### config.mk
export PLATFORM = sky130hd
export DESIGN_NAME = dz_scan_ctrl
export DESIGN_NICKNAME = d
export VERILOG_FILES = /design/src/rtl/dz_pkg.sv /design/src/rtl/dz_glyph_rom.sv /design/src/rtl/dz_scan_ctrl.sv
export SDC_FILE = /design/constraint.sdc
export NUM_CORES = 1
export LEC_CHECK = 0
export ABC_AREA = 1
export BUFFER_PORTS_ARGS = -buffer_cell sky130_fd_sc_hd__buf_2
export CAP_MARGIN = 10
export CORE_ASPECT_RATIO = 0.8
export CORE_MARGIN = 4
export CORE_UTILIZATION = 50
export CTS_CLUSTER_DIAMETER = 150
export DETAILED_ROUTE_END_ITERATION = 12
export PLACE_DENSITY = 0.73
export SLEW_MARGIN = 20
export SYNTH_ARGS = -nofsm -noshare
export SYNTH_HDL_FRONTEND = slang
export SYNTH_SLANG_ARGS = --single-unit
export TNS_END_PERCENT = 10
### constraint.sdc
create_clock -name clk -period 1.9 [get_ports clk]
set_clock_uncertainty 0.15 [all_clocks]
set_input_delay 0.38 -clock clk [delete_from_list [all_inputs] [get_ports clk]]
set_output_delay 0.38 -clock clk [all_outputs]
set_load 0.1 [all_outputs]
### src/rtl/dz_pkg.sv
// Shared types and constants for the dz_count dot-matrix display: colours, scan states
// and the 8x8 digit font.
package dz_pkg;

  typedef enum logic [1:0] {
    COL_OFF = 2'd0,
    COL_R   = 2'd1,
    COL_G   = 2'd2,
    COL_Y   = 2'd3
  } color_e;

  typedef enum logic {
    StBlank,
    StDrive
  } scan_st_e;

  typedef struct packed {
    logic [3:0] digit;
    color_e     color;
    logic       blink;
  } disp_t;

  localparam int unsigned NUM_ROWS = 8;
  localparam int unsigned NUM_COLS = 8;

  // Row 0 is left blank so glyphs sit one row down from the top edge.
  localparam logic [NUM_COLS-1:0] FONT [10][NUM_ROWS] = '{
    '{8'h00, 8'h3C, 8'h66, 8'h6E, 8'h76, 8'h66, 8'h66, 8'h3C},
    '{8'h00, 8'h18, 8'h18, 8'h38, 8'h18, 8'h18, 8'h18, 8'h7E},
    '{8'h00, 8'h3C, 8'h66, 8'h06, 8'h0C, 8'h30, 8'h60, 8'h7E},
    '{8'h00, 8'h3C, 8'h66, 8'h06, 8'h1C, 8'h06, 8'h66, 8'h3C},
    '{8'h00, 8'h0C, 8'h1C, 8'h2C, 8'h4C, 8'h7E, 8'h0C, 8'h0C},
    '{8'h00, 8'h7E, 8'h60, 8'h7C, 8'h06, 8'h06, 8'h66, 8'h3C},
    '{8'h00, 8'h3C, 8'h60, 8'h7C, 8'h66, 8'h66, 8'h66, 8'h3C},
    '{8'h00, 8'h7E, 8'h06, 8'h0C, 8'h18, 8'h30, 8'h30, 8'h30},
    '{8'h00, 8'h3C, 8'h66, 8'h66, 8'h3C, 8'h66, 8'h66, 8'h3C},
    '{8'h00, 8'h3C, 8'h66, 8'h66, 8'h3E, 8'h06, 8'h0C, 8'h38}
  };

endpackage

### src/rtl/dz_glyph_rom.sv
// Combinational font lookup: one 8-bit glyph row for a digit; codes above 9 render blank.
module dz_glyph_rom
  import dz_pkg::*;
(
  input  logic [3:0]          digit,
  input  logic [2:0]          row_idx,
  output logic [NUM_COLS-1:0] pattern
);

  always_comb begin
    pattern = '0;
    if (digit <= 4'd9) begin
      pattern = FONT[digit][row_idx];
    end
  end

endmodule

### src/rtl/dz_scan_ctrl.sv
// Row-scan controller for the 8x8 bicolour matrix: scan counters, frame-synchronous
// digit update, blanking/blink gating and registered row/column outputs.
module dz_scan_ctrl
  import dz_pkg::*;
#(
  parameter int unsigned SCAN_DIV     = 1000,
  parameter int unsigned BLANK        = 2,
  parameter int unsigned BLINK_FRAMES = 32
) (
  input  logic                clk,
  input  logic                rst,
  input  logic [3:0]          digit,
  input  logic [1:0]          color,
  input  logic                blink,
  input  logic                load,
  output logic [NUM_ROWS-1:0] row,
  output logic [NUM_COLS-1:0] colr,
  output logic [NUM_COLS-1:0] colg,
  output logic                frame_done,
  output logic                busy
);

  localparam int unsigned DivW = $clog2(SCAN_DIV);
  localparam int unsigned FrmW = (BLINK_FRAMES > 1) ? $clog2(BLINK_FRAMES) : 1;

  logic [DivW-1:0]     div_q, div_nxt;
  logic [2:0]          row_q;
  logic [FrmW-1:0]     frm_q;
  logic                phase_q;
  scan_st_e            st_q;
  disp_t               act_q, pend_q;
  logic                pend_valid_q;
  logic                div_wrap, frame_end, frm_wrap, show;
  logic [NUM_COLS-1:0] glyph;

  dz_glyph_rom u_glyph_rom (
    .digit   (act_q.digit),
    .row_idx (row_q),
    .pattern (glyph)
  );

  always_comb begin
    div_wrap  = (div_q == DivW'(SCAN_DIV - 1));
    frame_end = div_wrap && (row_q == 3'd7);
    frm_wrap  = (frm_q == FrmW'(BLINK_FRAMES - 1));
    div_nxt   = div_wrap ? '0 : div_q + DivW'(1);
    show      = (st_q == StDrive) && (act_q.color != COL_OFF) && (act_q.digit <= 4'd9) &&
                !(act_q.blink && phase_q);
  end

  assign busy = pend_valid_q;

  // Outputs are computed from the pre-edge counter state, so they lag the counters by one cycle.
  always_ff @(posedge clk or negedge rst) begin
    if (!rst) begin
      div_q        <= '0;
      row_q        <= '0;
      frm_q        <= '0;
      phase_q      <= 1'b0;
      st_q         <= (BLANK > 0) ? StBlank : StDrive;
      act_q        <= '{digit: 4'd0, color: COL_OFF, blink: 1'b0};
      pend_q       <= '{digit: 4'd0, color: COL_OFF, blink: 1'b0};
      pend_valid_q <= 1'b0;
      row          <= '1;
      colr         <= '0;
      colg         <= '0;
      frame_done   <= 1'b0;
    end else begin
      div_q <= div_nxt;
      st_q  <= (32'(div_nxt) < BLANK) ? StBlank : StDrive;
      if (div_wrap) begin
        row_q <= row_q + 3'd1;
      end
      if (frame_end) begin
        frm_q <= frm_wrap ? '0 : frm_q + FrmW'(1);
        if (frm_wrap) begin
          phase_q <= ~phase_q;
        end
        if (pend_valid_q) begin
          act_q <= pend_q;
        end
      end
      // A load on the boundary cycle lands in pending and waits for the next boundary.
      if (load) begin
        pend_q <= '{digit: digit, color: color_e'(color), blink: blink};
      end
      pend_valid_q <= load || (pend_valid_q && !frame_end);

      row        <= ~(8'h01 << row_q);
      colr       <= (show && act_q.color[0]) ? glyph : '0;
      colg       <= (show && act_q.color[1]) ? glyph : '0;
      frame_done <= frame_end;
    end
  end

endmodule

==> results of run 1 <==
-- sequential cells by signal, summed over array words and instances, names as in the netlist --
register and cells:
div_q 10, row 8, act_q 7, pend_q 7
colg 6, colr 6, frm_q 5, row_q 3
busy 1, frame_done 1, phase_q 1, st_q 1
-- synthesized netlist by cell type (2+ instances only) --
cell	n	share of area
nor2_1	32	0.039
inv_2	8	0.0097
nand3_2	3	0.0097
ha_1	14	0.057
inv_1	42	0.051
o21ai_2	7	0.020
buf_2	3	0.0049
buf_4	7	0.017
nand2_1	103	0.13
nand2_2	3	0.0061
dfstp_2	8	0.068
nand3_1	39	0.063
clkinv_1	3	0.0036
clkbuf_1	3	0.0036
nor2_2	2	0.0041
nor3_1	2	0.0032
o21ai_0	10	0.016
buf_6	4	0.015
a21oi_1	16	0.026
nand4_1	6	0.012
dfrtp_1	48	0.39
o21ai_1	5	0.0081
-- power by group through the flow --
| stage | combinational, uW | sequential, uW | clock (uW) |
|---|---|---|---|
| floorplan | 59.5 | 1230 | 0 |
| global route | 107 | 1210 | 755 |
| detailed placement | 94.9 | 1230 | 0 |
| CTS | 96.6 | 1210 | 705 |
| global placement | 93.7 | 1230 | 0 |
| finish | 93.7 | 1210 | 689 |
-- metal layers --
metal  share of wire  wire (um)  up-vias  GRT usage
met1            0.48       3035     1139     0.2569
met2            0.43       2719       91     0.2686
met4           0.011         68        0    0.05966
li1                -          -     1302          -
met5               0          0        -          0
met3           0.079        498        8    0.04693
-- cell type report --
class	instances	area, um^2	share of cell area
Multi-Input combinational cell	262	1456	0.4046
Sequential cell	56	1411	0.3921
Clock buffer	6	82.58	0.02294
Timing Repair Buffer	52	334.1	0.09280
Inverter	53	198.9	0.05527
Clock inverter	2	15.01	0.004171
Tap cell	81	101.3	0.02815
-- worst max-delay path, cell delays in order (launching register included) --
cell and delay (ns):
dfrtp_1 0.42, ha_4 0.16, nand2_4 0.06, nor3_4 0.27, nand3_4 0.17, nor2_8 0.23, buf_6 0.16, a21oi_1 0.06
nor2_1 0.10
-- cells by family (layout without fill, tap and decap cells) --
| kind of cell | Yosys count | after routing |
|---|---|---|
| other | 1 | 4 |
| adders and majority gates | 14 | 14 |
| AOI/OAI and AO/OA | 43 | 43 |
| and+or+nand+nor | 197 | 199 |
| DFF | 56 | 56 |
| xor gates and xnor gates | 2 | 2 |
| buffers and inverters | 70 | 113 |
-- worst min path at each step --
stage | from | cells after the start | end | slack (ns)
after CTS | digit[2] | 3 | pend_q[5] | 0.11
after global placement | rst | 1 | colr[5] | 0.19
after global routing | color[0] | 3 | pend_q[1] | 0.12
after floorplan | rst | 0 | act_q[0] | -0.07
final | digit[2] | 3 | pend_q[5] | 0.12
after detailed placement | rst | 1 | colg[5] | 0.20
-- repair_timing --
item | in CTS | in global routing
hold buffers | 1 | 0
resized for setup | 0 | 18
buffers inserted | 2 | 7
cloned | 0 | 2
endpoints found under the setup margin | 1 | 25
endpoints found under the hold margin | 12 | 0
pin swaps | 1 | 6
-- per-stage QoR --
stage	power (uW)	setup WS, ns	area, um^2	hold slack [ns]
2_1_floorplan	1290	0.1054	3100	-0.06559
3_3_place_gp	1324	0.04113	3327	0.1948
3_5_place_dp	1326	0.02587	3327	0.2039
4_1_cts	2010	0.05236	3450	0.1139
5_1_grt	2072	-0.08198	3600	0.1201
6_report	1991	0.05182	3600	0.1166
==> impl_metrics.toml, run 1 <==
[critical_path]
end_kind = "flip-flop"
startpoint = "div_q[0]"
crit_end = "frm_q[3]"
reg2reg_slack_ns = 0.05
critPathKind = "reg2reg"
timing.rr.end = "frm_q[3]"
rr_worst_depth = 8
startpoint_type = "flip-flop"
path_max_fanout = 8
crit_required_ns = 2.00
r2r-start = "div_q[0]"
arrival_ns = 1.94

[route]
vias = 2540
dr.pass1.iters = 4
drcViolationCount = 0
drt-initial-drc-count = 200
drt.antenna.violating_nets = 0
wl_per_cell_um = 12.35
routed_wl_um = 6321
vias_per_cell = 4.961

[logic_synthesis]
synth-edff-count = 0
synth_mux_area_frac = 0
yosys_warnings = 0
synth-simple-area-share = 0.2913
synth_area_mm2 = 0.003088
synth.distinct_cells = 37
synth_ff_type = "dfrtp_1"
synth_cells = 383
async_reset_ff_frac = 1.000
synth_top_family_by_area = "simple AND/OR/NAND/NOR gates"
syn_area_per_cell_um2 = 8.063
ys_seq_area_frac = 0.4571
synthAdderAreaFrac = 0.05673
synth_compound_area_frac = 0.08347
synth-seq-cells = 56
synthXorXnorAreaFrac = 0.005673

[floorplanning]
io_pins = 36
start_util = 0.5196
dieArea_mm2 = 0.007505
fp.dieH_um = 78.29
row_count = 25
coreArea_mm2 = 0.005943
fp.dieW_um = 95.86

[timing]
rsz0062_at_grt = "yes"
finalSetupViolCount = 0
tns_ns = 0
min_period_ns = 1.848
min_period_over_period = 0.9727
clock.fmax_mhz = 541.1
hold_violations = 0
maxSlewViolCount = 0

[power]
comb_power_share = 0.047
swShare = 0.2372
intPower_uw = 1519
clockPowerShare = 0.346
p_sw_uw = 472.4
leakage_uw = 0.001836
p_per_area_mw_per_mm2 = 553.2
vdd_drop_max_mv = 0.4513
seq_power_share = 0.607

[clock_tree]
cts_root_buf = "clkbuf_8"
cts_tree = "yes"
cts_inserted_buffers = 5
path_clk_slew_ns = 0.10
cts_max_path_buffers = 2
htreeDepth = 2
clock-sinks = 56
clock_latency_ns = 0.31

[layout]
instances_no_fill = 512
num-nets-final = 454
utilization = 0.6057
layout-drive-gt1-share = 0.2529
most-common-layout-cells = "100 x nand2_1, 48 x dfrtp_1, 40 x inv_1"
syn2layout_area_growth_pct = 16.57
final_common_cell = "nand2_1"
final.fill_count = 537
diodes = 0

[place]
gp_congestion = 0.9594
hpwl_um = 4567
post-place-cells = 492
port_buffers = 31

[global_routing]
overflow = 0
antenna_found_initial = 0
track_usage = 0.1810
grt_pass1_wl_um = 10770
grt_pass1_vias = 2393
grt_max_degree = 38

[run_status]
status = "finished clean"

[worst_hold_path]
hold_path.class = "in2reg"

[run]
maxCapViolCount = 0
(Power assumes the default switching activity.)
==> run 2: changes to the inputs <==
==> constraint.sdc (replaced) <==
create_clock -name clk -period 1.9 [get_ports clk]
set_clock_uncertainty 0.15 [all_clocks]
set_input_delay 0.095 -clock clk [delete_from_list [all_inputs] [get_ports clk]]
set_output_delay 0.095 -clock clk [all_outputs]
set_load 0.1 [all_outputs]
==> run 2 against run 1 <==
Compared with the run above: final area is 3.0% higher; fmax is 1.2% higher; clock power is 3.8% lower; die area stayed put; clock-buffer cell count stayed put; combinational power is 31% higher; via count is 2.5% higher; worst setup slack better by 0.021 ns; utilization is 1.8 points higher.
==> impl_metrics.toml, run 2 (same netlist as run 1, synthesis figures left out) <==
[run_status]
status = "finished clean"

[global_routing]
antenna_found_initial = 0
track_usage = 0.1898
grt_max_degree = 30
grt_pass1_vias = 2486
overflow = 0
grt_pass1_wl_um = 11340

[route]
wl_met1_um = 3046
drt-initial-drc-count = 214
drt.antenna.violating_nets = 0
drcViolationCount = 0
routed_wl_um = 6489
dr.pass1.iters = 4
vias = 2603
top_layer_used = "met4"
routed-wl-met3_um = 434
wl_met2_um = 2924
wl_per_cell_um = 12.36
vias_per_cell = 4.958

[clock_tree]
clock_latency_ns = 0.31
cts_inserted_buffers = 5
cts_max_path_buffers = 2
htreeDepth = 2
path_clk_slew_ns = 0.09
cts_tree = "yes"
clock-sinks = 56
cts_root_buf = "clkbuf_8"

[place]
place_area_mm2 = 0.003327
hpwl_um = 4583
port_buffers = 31
post-place-cells = 492
gp_congestion = 0.9671

[timing]
min_period_ns = 1.827
maxSlewViolCount = 0
rsz0062_at_grt = "yes"
min_period_over_period = 0.9617
clock.fmax_mhz = 547.3
finalSetupViolCount = 0
hold_violations = 0
slew_headroom = 0.5838
tns_ns = 0
worst_slew_pin_slew_ns = 0.6242

[layout]
layout-drive-gt1-share = 0.2297
instances_no_fill = 525
syn2layout_area_growth_pct = 20.10
largest_register = "div_q"
num-nets-final = 467
final.fill_count = 535
diodes = 0
largest_reg_flops = 10
reg_top3 = "div_q: 10 flops, row: 8 flops"
final_common_cell = "nand2_1"
finalInstanceArea_mm2 = 0.003709
most-common-layout-cells = "99 x nand2_1, 48 x dfrtp_1, 41 x inv_1"

[run]
maxCapViolCount = 0

[critical_path]
startpoint_type = "flip-flop"
critPathTopFamily = "simple AND/OR/NAND/NOR gates"
crit_path_cell_trace = "ha_4 -> nand2_4 -> nor3_4 -> nand3_4 -> buf_4 -> buf_4 -> nor2_1 -> a21oi_1"
critPathKind = "reg2reg"
cp_slowest_stage_delay_ns = 0.41
cpMaxStageDelayCell = "dfrtp_1"
path_max_fanout = 8
cp_num_buf_inv = 2
crit_required_ns = 1.93
end_kind = "flip-flop"
crit_top_cell = "buf_4"
arrival_ns = 1.85
reg2reg_slack_ns = 0.07

[worst_hold_path]
hold_path.class = "in2async"

[floorplanning]
start_util = 0.5196
dieArea_mm2 = 0.007505
fp.dieW_um = 95.86
coreArea_mm2 = 0.005943
row_count = 25
io_pins = 36
fp.dieH_um = 78.29

[power]
vdd_drop_max_mv = 0.3547
leakage_uw = 0.001893
power_uw = 1994
p_per_area_mw_per_mm2 = 537.7
-- run 2: cell count changes in the layout (fill, tap and decap cells not counted), sizes merged --
cell,delta
dlygate4sd3,+17
nand3,-1
clkinvlp,-2
clkbuf,-1
buf,-1
clkinv,+2
nand2,-1
-- run 2: worst reg2reg max path: stages (launching register included) --
cell	delay [ns]
dfrtp_1	0.41
ha_4	0.16
nand2_4	0.06
nor3_4	0.25
nand3_4	0.19
buf_4	0.20
buf_4	0.14
nor2_1	0.08
a21oi_1	0.05
-- run 2: final timing paths --
check,end,depth (start not counted),from
max in group asynchronous,act_q[6],3,rst
min in group clk,frm_q[4],2,frm_q[4]
hold / removal,div_q[5],2,rst
hold reg to reg,frm_q[4],2,frm_q[4]
setup reg to reg,row_q[1],8,div_q[0]
setup / recovery,row_q[1],8,div_q[0]
-- run 2: final cells by class --
type,instances,area (um^2),area share
multi-input cells,260,1418,0.3823
flip-flops and latches,56,1411,0.3806
repair buffers,67,486.7,0.1312
inverters,53,198.9,0.05364
well taps,81,101.3,0.02733
clock buffers,6,82.58,0.02227
clock inverters,2,10.01,0.002699
-- run 2: what timing repair did --
action                     CTS  global route
setup endpoints to repair    0            27
resized for setup            0            13
buffers inserted             0             7
hold buffers                18             1
hold endpoints to repair    27             1
-- run 2: routing by layer --
metal | track usage | vias up
li1 | - | 1318
met1 | 0.2793 | 1197
met2 | 0.2783 | 81
met3 | 0.04023 | 7
met4 | 0.06108 | 0
met5 | 0 | -
-- run 2: per-stage QoR --
step | util | hold WS [ns] | setup slack (ns)
2_1_floorplan | - | -0.3506 | 0.1054
3_3_place_gp | 0.5598 | -0.007078 | 0.04072
3_5_place_dp | 0.5598 | 0.004907 | 0.01977
4_1_cts | 0.6057 | 0.2027 | 0.0008633
5_1_grt | 0.6240 | 0.2564 | -0.05323
6_report | 0.6240 | 0.1816 | 0.07283
-- run 2: power breakdown --
group / leakage, uW / switching, uW / internal (uW) / total (uW)
clock: 0.0000510 / 371 / 292 / 663
sequential: 0.000717 / 3.43 / 1200 / 1210
combinational: 0.00113 / 82.4 / 40.7 / 123
